===== config.mk =====
export PLATFORM = sky130hd
export DESIGN_NAME = clk_div_ctrl
export DESIGN_NICKNAME = d
export VERILOG_FILES = /design/src/rtl/clk_div_ctrl.sv
export SDC_FILE = /design/constraint.sdc
export NUM_CORES = 1
export LEC_CHECK = 0
export ABC_CLOCK_PERIOD_IN_PS = 2100
export CORE_AREA = 2 2 39 41
export CTS_BUF_LIST = sky130_fd_sc_hd__clkbuf_4 sky130_fd_sc_hd__clkbuf_8
export DETAILED_ROUTE_END_ITERATION = 8
export DIE_AREA = 0 0 41 43
export MAX_ROUTING_LAYER = met4
export PLACE_DENSITY = 0.8
export SLEW_MARGIN = 20
export SYNTH_ARGS = -nofsm -noshare
export SYNTH_HDL_FRONTEND = slang
export SYNTH_SLANG_ARGS = --single-unit

===== constraint.sdc =====
create_clock -name clk_in -period 2.1 [get_ports clk_in]
set_input_delay 0.315 -clock clk_in [delete_from_list [all_inputs] [get_ports clk_in]]
set_output_delay 0.315 -clock clk_in [all_outputs]
set_load 0.01 [all_outputs]

===== src/rtl/clk_div_ctrl.sv =====
// clk_div_ctrl: run/stop clock divider with handshaked divisor change; define CLK_DIV_CTRL_ERR_EN to reject div_val=0 via div_err
module clk_div_ctrl #(
    parameter int unsigned N_INIT = 4
) (
    input  logic       clk_in,
    input  logic       reset,
    input  logic       run,
    input  logic       div_req,
    input  logic [3:0] div_val,
    output logic       div_ack,
    output logic       clk_out,
    output logic       clk_en,
    output logic [1:0] state
`ifdef CLK_DIV_CTRL_ERR_EN
    ,
    output logic       div_err
`endif
);
    typedef enum logic [1:0] {IDLE = 2'b00, RUN = 2'b01, STOPPING = 2'b10} state_t;
    state_t cur, nxt;
    logic [3:0] n, n_nxt, count, count_nxt;
    logic out_nxt, en_nxt, ack_nxt, wrap, fall, take, apply, zero;
    assign state = cur;
    always_comb begin
        wrap      = count == n - 4'd1;
        fall      = wrap && clk_out;
        take      = div_req && !div_ack;
        zero      = div_val == 4'd0;
        nxt       = cur;
        count_nxt = 4'd0;
        out_nxt   = 1'b0;
        en_nxt    = 1'b0;
        apply     = 1'b0;
        if (cur == IDLE) begin
            nxt   = run ? RUN : IDLE;
            apply = take;
        end else begin
            count_nxt = wrap ? 4'd0 : count + 4'd1;
            out_nxt   = wrap ? ~clk_out : clk_out;
            en_nxt    = wrap && !clk_out;
            apply     = fall && take;
            nxt       = run ? RUN : (cur == STOPPING && fall) ? IDLE : STOPPING;
        end
        ack_nxt = apply;
`ifdef CLK_DIV_CTRL_ERR_EN
        n_nxt = (apply && !zero) ? div_val : n;
`else
        n_nxt = apply ? (zero ? 4'd1 : div_val) : n;
`endif
    end
    always_ff @(posedge clk_in) begin
        if (reset) begin
            cur     <= IDLE;
            n       <= 4'(N_INIT);
            count   <= 4'd0;
            clk_out <= 1'b0;
            clk_en  <= 1'b0;
            div_ack <= 1'b0;
        end else begin
            cur     <= nxt;
            n       <= n_nxt;
            count   <= count_nxt;
            clk_out <= out_nxt;
            clk_en  <= en_nxt;
            div_ack <= ack_nxt;
        end
    end
`ifdef CLK_DIV_CTRL_ERR_EN
    always_ff @(posedge clk_in) begin
        div_err <= !reset && apply && zero;
    end
`endif
endmodule


==> out/results.ini <==
[setup_path]
crit_slowest_cell=nor4_4
worstPathMaxFanout=7
arrival_ns=2.01
crit_cells=7
crit_family=simple AND/OR/NAND/NOR gates
path_cells=inv_1 > ha_1 > xnor2_1 > xnor2_1 > nor4_4 > xnor2_1 > nor2_1
crit_path_max_incr_delay_ns=0.47
critPathLaunchType=register
cpMostUsedCell=xnor2_1
criticalPathCategory=reg -> reg
path_buf_inv=1
required_ns=2.25
end_kind=register
reg2regPathDepth=7

[clocking]
cts_buffers=3
cts_hold_buf=0
path_clk_slew_ns=0.08
cts_setup_buffers=0
cts-root-buf=clkbuf_4
cts_resized=0
cts_tree=yes
clock_sinks=13
worstSkewPairLatency_ns=0.27
clockBufferDepth=2
htreeDepth=1

[sta]
rsz0062_at_grt=false
hold_viol_final=0
relSlewSlack_pct=68.04
fin_crit_ns=1.861
fmax_ghz=0.5373
slew_violations=0
setup_violations=0
finClkSkew_ns=0.001218
tightest_slew_ns=0.4762
finalCritPeriodShare_pct=88.62
worst_slack_ns=0.2390
hold_slack_ns=0.4788
tns_ns=0

[detailed_routing]
wirelength_mm=1.035
drt_iter0_drc=10
drtPass1Iterations=2
viasPerCell=5.141
vias=473
antenna_left=0
drc=0
post_drt_wl_per_cell_um=11.25

[global_route]
busiest_layer=met1
grt_use_met3_pct=6.283
grt_pass1_wl_mm=1.725
grt_pass1_vias=408
grtUsageTotal_pct=15.96
use_met2_pct=18.44
grt-ovfl-total=0
grt_antenna_before_repair=0
met1_usage_pct=20.39
grt_max_degree=9

[status]
status=finished, final reports clean

[worst_hold_path]
whs_path_depth=2
hold_path_class=reg -> reg

[final_layout]
final_cell_mix=dfxtp_1, clkdlybuf4s50_1, xnor2_1
syn2layout_area_growth_pct=28.09
drive_above_1_share_pct=7.895
final_common_cell=dfxtp_1
finalNonFillerCells=92
diodes=0
finish.utilization_pct=54.43
nets=87

[synth]
synth_area_um2=588.1
synth_area_leader_cell=dfxtp_1
syn_avg_cell_area_um2=9.640
synth_seq_area_share_pct=44.26
synth_top_area_share_pct=44.26
yosysWarnings=0
ys_ff_latch=13
synthTopCellsByArea=dfxtp_1, xnor2_1, mux2i_1, ha_1, nor3_1
synthesis.nets=71
syn-instance-count=61
ys_types=20

[floorplan]
placementRows=14
dieHeight_um=43
initial_core_util_pct=42.50
core_area_mm2=0.001384
die-width_um=41
die_area_mm2=0.001763
io_pins=13

[place]
io_buffers=12
dp_slack_ns=0.2193
gp_congestion=0.8094
hpwl_um=805.4
post-place-cells=88

[pwr]
p_leak_nw=0.2692
ir_worst_vdd_mv=0.4768
power.density_mw_per_mm2=684.1

[flow_run]
cap_violations=0

==> metal layers <==
metal / wire (µm) / vias up / part of all wire (%)
li1: - / 236 / -
met1: 500 / 223 / 48
met2: 445 / 10 / 43
met3: 43 / 4 / 4.2
met4: 45 / 0 / 4.3
met5: 0 / - / 0
==> sequential cells by signal, summed over array words and instances, names as in the netlist <==
name,cells
clk_en,1
clk_out,1
count,4
div_ack,1
n,4
state,2
==> synthesized netlist by cell type (all sizes together) <==
| cell type | number |
|---|---|
| nor2b | 2 |
| nand2 | 6 |
| ha | 2 |
| nor4 | 1 |
| nor3b | 2 |
| o21ai | 2 |
| nor2 | 5 |
| mux2i | 4 |
| a311oi | 1 |
| xnor2 | 8 |
| inv | 4 |
| a22o | 1 |
| buf | 1 |
| dfxtp | 13 |
| and2 | 1 |
| nand3 | 1 |
| nor3 | 6 |
| xor2 | 1 |
==> logic make-up (layout without fill, tap and decap cells) <==
family,count (synthesis),after routing,synth area share (%)
buf+inv,5,20,3.403
simple gates,24,24,23.19
mux,4,4,6.809
fa+ha+maj,2,2,4.255
xor+xnor,9,9,13.41
flops,13,13,44.26
compound gates,4,4,4.680
==> final cells by class <==
type	instances	area [µm²]
sequential	13	260.3
fill	140	630.6
clock buffer	4	30.03
multi-input combinational	43	307.8
timing repair buffer	12	120.1
tap	16	20.02
inverter	4	15.01
==> path summary, 6_finish.rpt <==
check	startpoint	endpoint	slack [ns]
worst max-delay path	n[0]	clk_out	0.24
worst max register to register	n[0]	clk_out	0.24
worst min register to register	n[3]	n[3]	0.48
worst min-delay path	n[3]	n[3]	0.48
==> metrics by stage <==
step	total power, mW	instance area (µm²)
floorplan	0.3262	588.1
global placement	0.3537	723.2
detailed placement	0.3560	723.2
CTS	0.5211	753.2
global route	0.5460	753.2
finish	0.5153	753.2
==> worst register-to-register path, cell delays in order, from the launching register on <==
cell     delay [ns]
dfxtp_1        0.43
inv_1          0.07
ha_1           0.21
xnor2_1        0.19
xnor2_1        0.15
nor4_4         0.47
xnor2_1        0.17
nor2_1         0.05
==> power breakdown <==
group	internal, mW	leakage [nW]	switching, mW
logic	0.0432	0.145	0.0387
clock network	0.0865	0.0184	0.0796
registers	0.257	0.106	0.0107
(Power assumes the default switching activity.)
